$ cat config.mk
export PLATFORM = sky130hd
export DESIGN_NAME = config_int_add_apx_ctrl
export DESIGN_NICKNAME = d
export VERILOG_FILES = /design/src/rtl/config_int_add_apx_ctrl.sv
export SDC_FILE = /design/constraint.sdc
export NUM_CORES = 1
export LEC_CHECK = 0
export CAP_MARGIN = 5
export CORE_MARGIN = 3
export CORE_UTILIZATION = 48
export DETAILED_ROUTE_END_ITERATION = 8
export PLACE_DENSITY = 0.87
export SLEW_MARGIN = 0
export SYNTH_ARGS = -nofsm -noshare
export SYNTH_HDL_FRONTEND = slang
export SYNTH_SLANG_ARGS = --single-unit
$ cat constraint.sdc
create_clock -name clk -period 5.7 [get_ports clk]
set_input_delay 1.71 -clock clk [delete_from_list [all_inputs] [get_ports clk]]
set_output_delay 1.71 -clock clk [all_outputs]
set_load 0.05 [all_outputs]
$ cat src/rtl/config_int_add_apx_ctrl.sv
// Closed-loop approximation controller for the input-truncation adder: measures the exact
// truncation error per window and toggles apx_ctl through a hysteretic FSM at window close.
module config_int_add_apx_ctrl #(
    parameter int unsigned DATA_PATH_BITWIDTH = 32,
    parameter int unsigned HRDWIRED_BITWIDTH  = 4,
    parameter int unsigned WINDOW             = 16,
    parameter int unsigned ERR_ACC_BITWIDTH   = 16,
    parameter int unsigned HOLD_WINDOWS       = 2
) (
    input  logic                          clk,
    input  logic                          rst,
    input  logic                          en,
    input  logic                          force_acc,
    input  logic                          in_valid,
    input  logic [DATA_PATH_BITWIDTH-1:0] a,
    input  logic [DATA_PATH_BITWIDTH-1:0] b,
    input  logic [ERR_ACC_BITWIDTH-1:0]   err_thresh_hi,
    input  logic [ERR_ACC_BITWIDTH-1:0]   err_thresh_lo,
    output logic                          apx_ctl,
    output logic                          win_done,
    output logic [ERR_ACC_BITWIDTH-1:0]   win_err,
    output logic [1:0]                    state
);

    localparam logic [1:0] StIdle    = 2'd0;
    localparam logic [1:0] StApx     = 2'd1;
    localparam logic [1:0] StAcc     = 2'd2;
    localparam logic [1:0] StRecover = 2'd3;

    localparam int unsigned EW = HRDWIRED_BITWIDTH + 1;
    localparam int unsigned SW = ERR_ACC_BITWIDTH + EW;
    localparam int unsigned CW = $clog2(WINDOW);
    localparam int unsigned GW = $clog2(HOLD_WINDOWS + 1);

    localparam logic [CW-1:0] OpLast   = CW'(WINDOW - 1);
    localparam logic [GW-1:0] GoodLast = GW'(HOLD_WINDOWS - 1);
    localparam logic [SW-1:0] AccMax   = SW'({ERR_ACC_BITWIDTH{1'b1}});

    logic [1:0]                  state_q, state_d;
    logic                        apx_ctl_q, apx_ctl_d;
    logic                        win_done_q, win_done_d;
    logic [ERR_ACC_BITWIDTH-1:0] win_err_q, win_err_d;
    logic [ERR_ACC_BITWIDTH-1:0] acc_q, acc_d;
    logic [CW-1:0]               op_cnt_q, op_cnt_d;
    logic [GW-1:0]               good_cnt_q, good_cnt_d;

    logic [EW-1:0]               err_op;
    logic [SW-1:0]               sum_wide;
    logic [ERR_ACC_BITWIDTH-1:0] sat_sum;
    logic                        unused_hi_bits;

    // Only the truncated low bits contribute to the error.
    assign unused_hi_bits = ^{a[DATA_PATH_BITWIDTH-1:HRDWIRED_BITWIDTH],
                              b[DATA_PATH_BITWIDTH-1:HRDWIRED_BITWIDTH]};

    assign err_op   = EW'(a[HRDWIRED_BITWIDTH-1:0]) + EW'(b[HRDWIRED_BITWIDTH-1:0]);
    assign sum_wide = SW'(acc_q) + SW'(err_op);
    assign sat_sum  = (sum_wide > AccMax) ? {ERR_ACC_BITWIDTH{1'b1}}
                                          : sum_wide[ERR_ACC_BITWIDTH-1:0];

    always_comb begin
        state_d    = state_q;
        win_done_d = 1'b0;
        win_err_d  = win_err_q;
        acc_d      = acc_q;
        op_cnt_d   = op_cnt_q;
        good_cnt_d = good_cnt_q;

        if (state_q == StIdle) begin
            acc_d      = '0;
            op_cnt_d   = '0;
            good_cnt_d = '0;
            if (en) state_d = StApx;
        end else begin
            if (in_valid) begin
                if (op_cnt_q == OpLast) begin
                    win_done_d = 1'b1;
                    win_err_d  = sat_sum;
                    acc_d      = '0;
                    op_cnt_d   = '0;
                    case (state_q)
                        StApx: begin
                            if (sat_sum > err_thresh_hi) state_d = StAcc;
                        end
                        StAcc: begin
                            if (sat_sum <= err_thresh_lo) begin
                                if (HOLD_WINDOWS == 1) begin
                                    state_d = StApx;
                                end else begin
                                    state_d    = StRecover;
                                    good_cnt_d = GW'(1);
                                end
                            end
                        end
                        StRecover: begin
                            if (sat_sum <= err_thresh_lo) begin
                                if (good_cnt_q == GoodLast) begin
                                    state_d    = StApx;
                                    good_cnt_d = '0;
                                end else begin
                                    good_cnt_d = good_cnt_q + GW'(1);
                                end
                            end else begin
                                state_d    = StAcc;
                                good_cnt_d = '0;
                            end
                        end
                        default: state_d = state_q;
                    endcase
                end else begin
                    acc_d    = sat_sum;
                    op_cnt_d = op_cnt_q + CW'(1);
                end
            end
            // Disable overrides any transition but keeps the window report.
            if (!en) begin
                state_d    = StIdle;
                acc_d      = '0;
                op_cnt_d   = '0;
                good_cnt_d = '0;
            end
        end

        apx_ctl_d = (state_d == StApx) & ~force_acc & en;
    end

    always_ff @(posedge clk or posedge rst) begin
        if (rst) begin
            state_q    <= StIdle;
            apx_ctl_q  <= 1'b0;
            win_done_q <= 1'b0;
            win_err_q  <= '0;
            acc_q      <= '0;
            op_cnt_q   <= '0;
            good_cnt_q <= '0;
        end else begin
            state_q    <= state_d;
            apx_ctl_q  <= apx_ctl_d;
            win_done_q <= win_done_d;
            win_err_q  <= win_err_d;
            acc_q      <= acc_d;
            op_cnt_q   <= op_cnt_d;
            good_cnt_q <= good_cnt_d;
        end
    end

    assign apx_ctl  = apx_ctl_q;
    assign win_done = win_done_q;
    assign win_err  = win_err_q;
    assign state    = state_q;

endmodule

# --- Yosys cells after proc, flatten, opt, wreduce, memory -nomap -nowiden ---
# Cells that the tools add are included.
word_totals:
  ram_bits: 0
  register_bits: 42
  latchBits: 0
  inputBits: 101
  n_memories: 0
  elab_cells: 61
  rom_bits: 0
classes:
  n_reduce_logical: 3
  n_lt_le_gt_ge: 3
  multipliers: 0
  bitwise_logic: 4
  n_eq_ne: 10
  div: 0
  addsub: 4
  mux: 30
  shifts: 0
ops:
  columns: ["operator", "n"]
  rows:
  - ["$mux W16", 5]
  - ["$mux W2", 16]
  - ["$add A16 B5 Y17", 1]
  - ["$gt A17 B16 Y1 const B", 1]
  - ["$gt A16 B16 Y1", 1]
  - ["$le A16 B16 Y1", 1]
  - ["$mux W4", 4]
  - ["$eq A2 B1 Y1 const B", 3]
  - ["$ne A3 B1 Y1 const B", 2]
  - ["$pmux W2 S3", 1]
  - ["$add A4 B4 Y5", 1]
  - ["$add A4 B1 Y4 const B", 1]
  - ["$eq A2 B2 Y1 const B", 2]
  - ["$eq A4 B4 Y1 const B", 1]
  - ["$ne A4 B1 Y1 const B", 1]
  - ["$ne A4 B4 Y1 const B", 1]
  - ["$pmux W2 S2", 1]
  - ["$reduce_and A4 Y1", 1]
  - ["$mux W1", 3]
  - ["$reduce_and A3 Y1", 1]
  - ["$add A2 B1 Y2 const B", 1]
  - ["$and A1 B1 Y1", 2]
  - ["$logic_not A2 Y1", 1]
  - ["$not A1 Y1", 2]

# --- Depth between registers and ports, before layout ---
# Gate-level depths: netlist (run 1).
logic_depth:
  ltp_word: 14
  ltp_mapped: 18
  depth_no_buf: 18

# --- Worst setup path after synthesis (run 1) ---
# OpenSTA, ideal clock, no wires.
synth_path:
  path_type: "input port to flip-flop"
  startpoint: "input port a[1]"
  endpoint: "register state_q[1], in the netlist state[1]"
  arrival_time_ns: 5.128
  setup_ns: 0.120
  path_buffers: 0
  path_stages: 17
  slack_ns: 0.451
  path_cell_list: "inv_1 -> fa_1 -> inv_1 -> ha_1 -> fa_1 -> a21o_1 -> a21oi_2 -> nand2b_1 -> xor2_1 -> nand2_1 -> ha_1 -> a21oi_1 -> o21a_1 -> o221ai_1 -> o31a_1 -> nand2b_1 -> o211a_1"
synth_via:
  elab_chain_len: 11
  word_cells_on_any_way: 14
  cone_classes: "add/sub: 2; order compare: 3; mux: 9"
synth_rtl:
  columns: ["element", "line_no", "source"]
  rows:
  - ["start, declared", "15", "input logic [DATA_PATH_BITWIDTH-1:0] a,"]
  - ["$add A4 B4 Y5 *", "56", "assign err_op = EW'(a[HRDWIRED_BITWIDTH-1:0]) + EW'(b[HRDWIRED_BITWIDTH-1:0]);"]
  - ["$add A16 B5 Y17 *", "57", "assign sum_wide = SW'(acc_q) + SW'(err_op);"]
  - ["$gt A17 B16 Y1", "58", "assign sat_sum = (sum_wide > AccMax) ? {ERR_ACC_BITWIDTH{1'b1}}"]
  - ["$mux W16 *", "58", null]
  - ["net sat_sum[11]", "49", "logic [ERR_ACC_BITWIDTH-1:0] sat_sum;"]
  - ["$le A16 B16 Y1 / $gt A16 B16 Y1 (equally long branches)", "86, 96, 83", null]
  - ["$mux W2, on equally long branches", "96, 83, 86", null]
  - ["$pmux W2 S3 *", "81", "case (state_q)"]
  - ["$mux W2 *", "76", "if (op_cnt_q == OpLast) begin"]
  - ["$mux W2 *", "75", "if (in_valid) begin"]
  - ["$mux W2 *", "116", "if (!en) begin"]
  - ["$mux W2 *", "69", "if (state_q == StIdle) begin"]
  - ["net state_d[1]", "39", "logic [1:0] state_q, state_d;"]
  - ["end signal, assigned", "129", "state_q <= StIdle;"]
  - ["end signal, assigned", "137", "state_q <= state_d;"]
  - ["end, declared", "39", null]
# Mark *: on every way through the listed nets, which the timed path passes. The rest lies on a longest branch.
# A chain may end at the register's enable or synchronous reset.

# --- Final worst setup path (run 1) ---
# Ends and elaborated chain as after synthesis.

==> metrics, run 1 <==
outcome complete, no violations; port bufs 64; Hold Crit Depth 2; # rows 28; Leak 2.06 nW; commonest non-fill, non-tap cell in the layout clkdlybuf4s50_1; DRC errors left 0; vias per inst 5.70; CTS tree built; reg2reg end state[1]; Critical Path RT 5.95 ns; wire per inst 16.0 um; total gr overflow 0; CP Cell Sequence clkdlybuf4s50_1 -> inv_1 -> fa_1 -> inv_1 -> ha_2 -> fa_2 -> a21o_1 -> a21oi_2 -> buf_4 -> nor3_1 -> xnor2_1 -> nand2_2 -> ha_4 -> nand4_1 -> or3_4 -> a21oi_2 -> nor4_2 -> buf_4 -> o21ai_0 -> o211a_1; WL final 8.41 mm; initial antenna violation count 0; EDFF count, synth 0; Seq/Total Area, Yosys 0.338; clock sinks 42; vias in the first global route 2922; worst min-delay path class flip-flop to flip-flop; #FFs+latches synth 42; minimum clock period 5.65 ns; H-tree depth 2; number of synthesis warnings 0; Post-Syn Nets 497; Setup WS pre-CTS -0.340 ns; area of the core 0.00610 mm^2; Final Hold Vio Count 0; post-synth top area cell dfrtp_1; final non-filler cell total 525; DPL Wire Length 6.41 mm; CP max FO 3; Starting Density 0.510; hold slack 0.488 ns; clock network latency to the later pin of the worst-skew pair 0.31 ns; cell at the slowest stage of the critical path fa_1; clock skew 0.00676 ns; Async S/R FF share, synth 1.00; Seq pwr share 0.429; Synth Area in Compound Gates 0.177; fin util 0.700; worst path arrival time 5.90 ns; clock transition at the registers of the reported paths 0.08 ns; layout cells sized above 1 0.167; relative slew slack 0.438; largest net degree at the start of global routing 43; top-area cell type share of the netlist area 0.338; met3 GRT Util 0.0323; setup ws final 0.0479 ns; Crit. End Element flip-flop; power density cells 166 mW/mm^2; Comb power frac 0.283; Cells after Synth 354; first drt pass iteration count 5; Worst VDD drop 114 uV; commonest non-fill, non-tap cells in the layout 64 x clkdlybuf4s50_1, 43 x inv_1, 42 x dfrtp_1, 37 x nand2_1, 33 x buf_4; CTS Buf Count 5; number of distinct library cells after synthesis 55; Antenna Cells 0; DRT iter0 DRCs 202; setup TNS 0 ns; nets@finish 592; Post-Syn Area 0.00311 mm^2; Synth area leaders dfrtp_1 34%, ha_1 15%, inv_1 5.2%; first-pass GRT wire length 13.2 mm; min-delay src win_err[2]; Routed Antenna Nets 0; net switching power 0.000217 W; r2r setup slk 1.59 ns; Worst path max stage delay 0.53 ns; hold endpoint win_err[2]; Post-Synth XOR/XNOR Area 0.0254; Int Pwr 0.000493 W; mux contribution to synthesized area 0.0173; Placer Congestion 0.932; Worst Path Class, Setup input pin to flip-flop; met1 Track Usage GR 0.281; Final Max Tran Viols 0; hold buffers post-CTS 0; Startpoint Class input pin; Worst Max-Slew Pin Slew 0.839 ns; prevailing post-synth register cell dfrtp_1; reg2reg path depth 16; Synth Area in Simple Gates 0.193; Final Cycle Share 0.992; sw frac 0.306; Synth Area in Adders 0.181; gr busiest metal met2; met2 Track Usage GR 0.385; Max-cap violations 0; Max Root-Sink Buffers 2; die area 0.00748 mm^2; io pins 121; worst r2r src acc_q[2]; Placed Cells 516; total number of vias 2990; main combinational cell family by area after synthesis simple AND/OR/NAND/NOR gates; Clock Tree Root clkbuf_8; clock power share 0.288; Area growth syn-to-layout 37.2%; fmax 0.177 GHz; gr usage total 0.224; Die Y-Extent 86.5 um; syn_area_per_cell 8.78 um^2; Die Wd 86.5 um; final setup violation count 0
-- worst max-delay path, delay by kind of cell --
family,cells,cell delay [ns]
and+or+nand+nor,5,0.85
xor gates and xnor gates,1,0.30
adders and majority gates,4,1.37
buffers and inverters,5,0.83
AOI/OAI and AO/OA,5,0.83
-- power groups by stage --
stage	clock network, W	registers [W]	logic [W]
after floorplan	0	0.000312	0.000104
after global placement	0	0.000310	0.000180
after detailed placement	0	0.000311	0.000189
after CTS	0.000205	0.000305	0.000191
after global routing	0.000218	0.000305	0.000220
final	0.000204	0.000305	0.000201
-- state kept, by name, indices dropped and copies added (netlist names) --
signal / flops
acc_q: 16
win_err: 16
op_cnt_q: 4
good_cnt_q: 2
state: 2
apx_ctl: 1
win_done: 1
-- area by class of cell --
| type | count | area [um^2] |
|---|---|---|
| Clock inverter | 1 | 5.00 |
| Multi-Input combinational cell | 259 | 1980 |
| Timing Repair Buffer | 97 | 888 |
| Inverter | 44 | 165 |
| Sequential cell | 42 | 1050 |
| Clock buffer | 7 | 86.3 |
| Tap cell | 75 | 93.8 |
| Fill cell | 455 | 1830 |
-- repair_timing --
item | in CTS | in global routing
endpoints found under the setup margin | 2 | 5
resized for setup | 1 | 20
gates cloned | 0 | 0
endpoints found under the hold margin | 0 | 0
pin swaps | 0 | 8
buffers inserted | 0 | 1
-- logic make-up after synthesis --
| logic type | count (synthesis) |
|---|---|
| compound gates | 86 |
| xor+xnor | 9 |
| fa+ha+maj | 42 |
| buf+inv | 53 |
| flops | 42 |
| mux | 5 |
| simple gates | 117 |
-- cell usage after synthesis (all sizes together) (7+ instances only) --
cell type   n
nand4       9
nand2      41
nor3        7
nor2       25
a21o        7
a22o        7
inv        43
dfrtp      42
ha         37
a31oi       7
a21oi      22
o21ai      22
nand3      12
-- layer usage --
| layer | routed length [um] | up-vias |
|---|---|---|
| li1 | - | 1433 |
| met1 | 3500 | 1403 |
| met2 | 4220 | 129 |
| met3 | 446 | 25 |
| met4 | 243 | 0 |
| met5 | 0 | - |
-- worst max-delay path by stage --
stage / slack, ns / startpoint / cells after the start / to
after floorplan: 0.45 / a[1] / 17 / state[1]
after global placement: -0.20 / a[1] / 19 / good_cnt_q[1]
after detailed placement: -0.34 / a[1] / 19 / good_cnt_q[1]
after CTS: 0.03 / a[1] / 19 / good_cnt_q[1]
after global routing: -0.12 / a[1] / 20 / state[1]
final: 0.05 / a[1] / 20 / state[1]
-- through the flow --
stage | cell area, um^2 | power, W
after floorplan | 3110 | 0.000416
after global placement | 4040 | 0.000490
after detailed placement | 4040 | 0.000500
after CTS | 4130 | 0.000701
after global routing | 4270 | 0.000744
final | 4270 | 0.000710
No activity file was read; power rests on OpenSTA's default activity.
==> inputs of run 2 (changes only) <==
--- a/config.mk
+++ b/config.mk
@@ -7,9 +7,8 @@
 export LEC_CHECK = 0
 export CAP_MARGIN = 5
 export CORE_MARGIN = 3
-export CORE_UTILIZATION = 48
+export CORE_UTILIZATION = 30
 export DETAILED_ROUTE_END_ITERATION = 8
-export PLACE_DENSITY = 0.87
 export SLEW_MARGIN = 0
 export SYNTH_ARGS = -nofsm -noshare
 export SYNTH_HDL_FRONTEND = slang
==> metrics, run 2 (synthesis results as in run 1) <==
Comb power frac 0.280; worst path arrival time 5.74 ns; fin util 0.446; clock skew 0.00625 ns; clock transition at the registers of the reported paths 0.08 ns; clock network latency to the later pin of the worst-skew pair 0.30 ns; total number of vias 2900; total gr overflow 0; Clock Tree Root clkbuf_8; CP Cell Sequence clkdlybuf4s50_1 -> fa_2 -> ha_1 -> a21o_1 -> a21oi_2 -> o21ba_2 -> or3_1 -> buf_4 -> nand2_4 -> ha_1 -> nand4_1 -> or3_1 -> a21oi_1 -> nor4_1 -> buf_4 -> o21ai_0 -> o211a_1; reg2reg end state[1]; Worst path depth 17; # rows 36; Die Y-Extent 108 um; DRT iter0 DRCs 149; Pwr Total 0.000764 W; setup TNS 0 ns; DRC errors left 0; Worst Path Class, Setup input pin to flip-flop; Worst VDD drop 74.0 uV; min-delay src win_err[10]; die area 0.0116 mm^2; wl on met1 4.03 mm; hold endpoint win_err[10]; hold buffers post-CTS 0; Area growth syn-to-layout 42.2%; minimum clock period 5.49 ns; Max-cap violations 0; Final Max Tran Viols 0; r2r setup slk 1.66 ns; Leak 2.14 nW; WL final 8.50 mm; Final Cycle Share 0.964; Startpoint Class input pin; clock sinks 42; first drt pass iteration count 4; final setup violation count 0; fmax 0.182 GHz; Antenna Cells 0; hold slack 0.488 ns; net switching power 0.000218 W; relative slew slack 0.390; commonest non-fill, non-tap cells in the layout 62 x clkdlybuf4s50_1, 42 x dfrtp_1, 41 x buf_4, 39 x inv_1, 37 x nand2_1; Starting Density 0.314; Critical path buffers and inverters 3; layout cells sized above 1 0.186; clock power share 0.322; Max Root-Sink Buffers 2; gr usage total 0.149; Worst path max stage delay 0.62 ns; cell at the slowest stage of the critical path fa_2; DPL Wire Length 6.57 mm; sw frac 0.286; outcome complete, no violations; Crit. End Element flip-flop; Routed Antenna Nets 0; commonest non-fill, non-tap cell in the layout clkdlybuf4s50_1; wire per inst 14.4 um; initial antenna violation count 0; Placer Congestion 0.839; met3 wire len 326 um; Critical Path RT 5.95 ns; first-pass GRT wire length 13.8 mm; max layer used met4; power density cells 173 mW/mm^2; largest delay contributor family on the critical path adder cells; CTS Buf Count 5; vias per inst 4.91; WL met2 4.02 mm; unrepaired setup endpoints after global routing false; CP max FO 8; nets@finish 601; worst r2r src acc_q[1]; H-tree depth 2; largest net degree at the start of global routing 43; area of the core 0.00991 mm^2; port bufs 64; CTS tree built; Final Hold Vio Count 0; reg2reg path depth 19; Worst Max-Slew Pin Slew 0.912 ns; Hold Crit Depth 2; worst min-delay path class flip-flop to flip-flop; io pins 121; Seq pwr share 0.399; vias in the first global route 2877; Int Pwr 0.000546 W; Die Wd 108 um
run 2: changes by cell type in the layout (fill, tap and decap cells not counted), sizes merged:
cell | before | now
buf | 33 | 42
clkdlybuf4s50 | 64 | 62
dlymetal6s2s | 0 | 2
bufinv | 0 | 1
clkbuf | 7 | 6
inv | 43 | 42
run 2: worst max-delay path by stage:
stage | start | endpoint
final | a[2] | state[1]
after global placement | a[1] | state[1]
after detailed placement | a[1] | state[1]
after global routing | a[2] | good_cnt_q[1]
after floorplan | a[1] | state[1]
after CTS | a[1] | state[1]
run 2: per-layer routing:
layer	vias to the layer above	GRT usage
li1	1444	-
met1	1377	0.203
met2	68	0.247
met3	11	0.0192
met4	0	0.0442
met5	-	0
run 2: worst min-delay path, stage by stage, from the launching register on:
cell and delay, ns:
dfrtp_1 0.35, nand2_1 0.05, o21ai_0 0.06
run 2: repair_timing:
| item | in CTS | in global routing |
|---|---|---|
| pin swaps | 4 | 14 |
| setup endpoints to repair | 5 | 5 |
| gates resized for setup | 5 | 22 |
| buffers inserted | 1 | 4 |
run 2: layout make-up:
type | count | area, um^2
Clock buffer | 6 | 82.6
Clock inverter | 1 | 30.0
Fill cell | 988 | 5490
Inverter | 44 | 165
Multi-Input combinational cell | 259 | 1960
Sequential cell | 42 | 1050
Tap cell | 133 | 166
Timing Repair Buffer | 106 | 965
run 2: through the flow:
| step | setup slack, ns | instance area, um^2 | instances |
|---|---|---|---|
| 4_1_cts | 0.00121 | 4300 | 587 |
| 3_3_place_gp | -0.402 | 4150 | 579 |
| 6_report | 0.206 | 4420 | 591 |
| 2_1_floorplan | 0.451 | 3110 | 354 |
| 5_1_grt | 0.00793 | 4420 | 591 |
| 3_5_place_dp | -0.444 | 4150 | 579 |
run 2: power by group through the flow:
stage,logic (W),clock network [W],registers (W)
after global placement,0.000196,0,0.000311
after detailed placement,0.000202,0,0.000311
after floorplan,0.000104,0,0.000312
after CTS,0.000205,0.000253,0.000305
final,0.000214,0.000246,0.000305
after global routing,0.000239,0.000265,0.000306
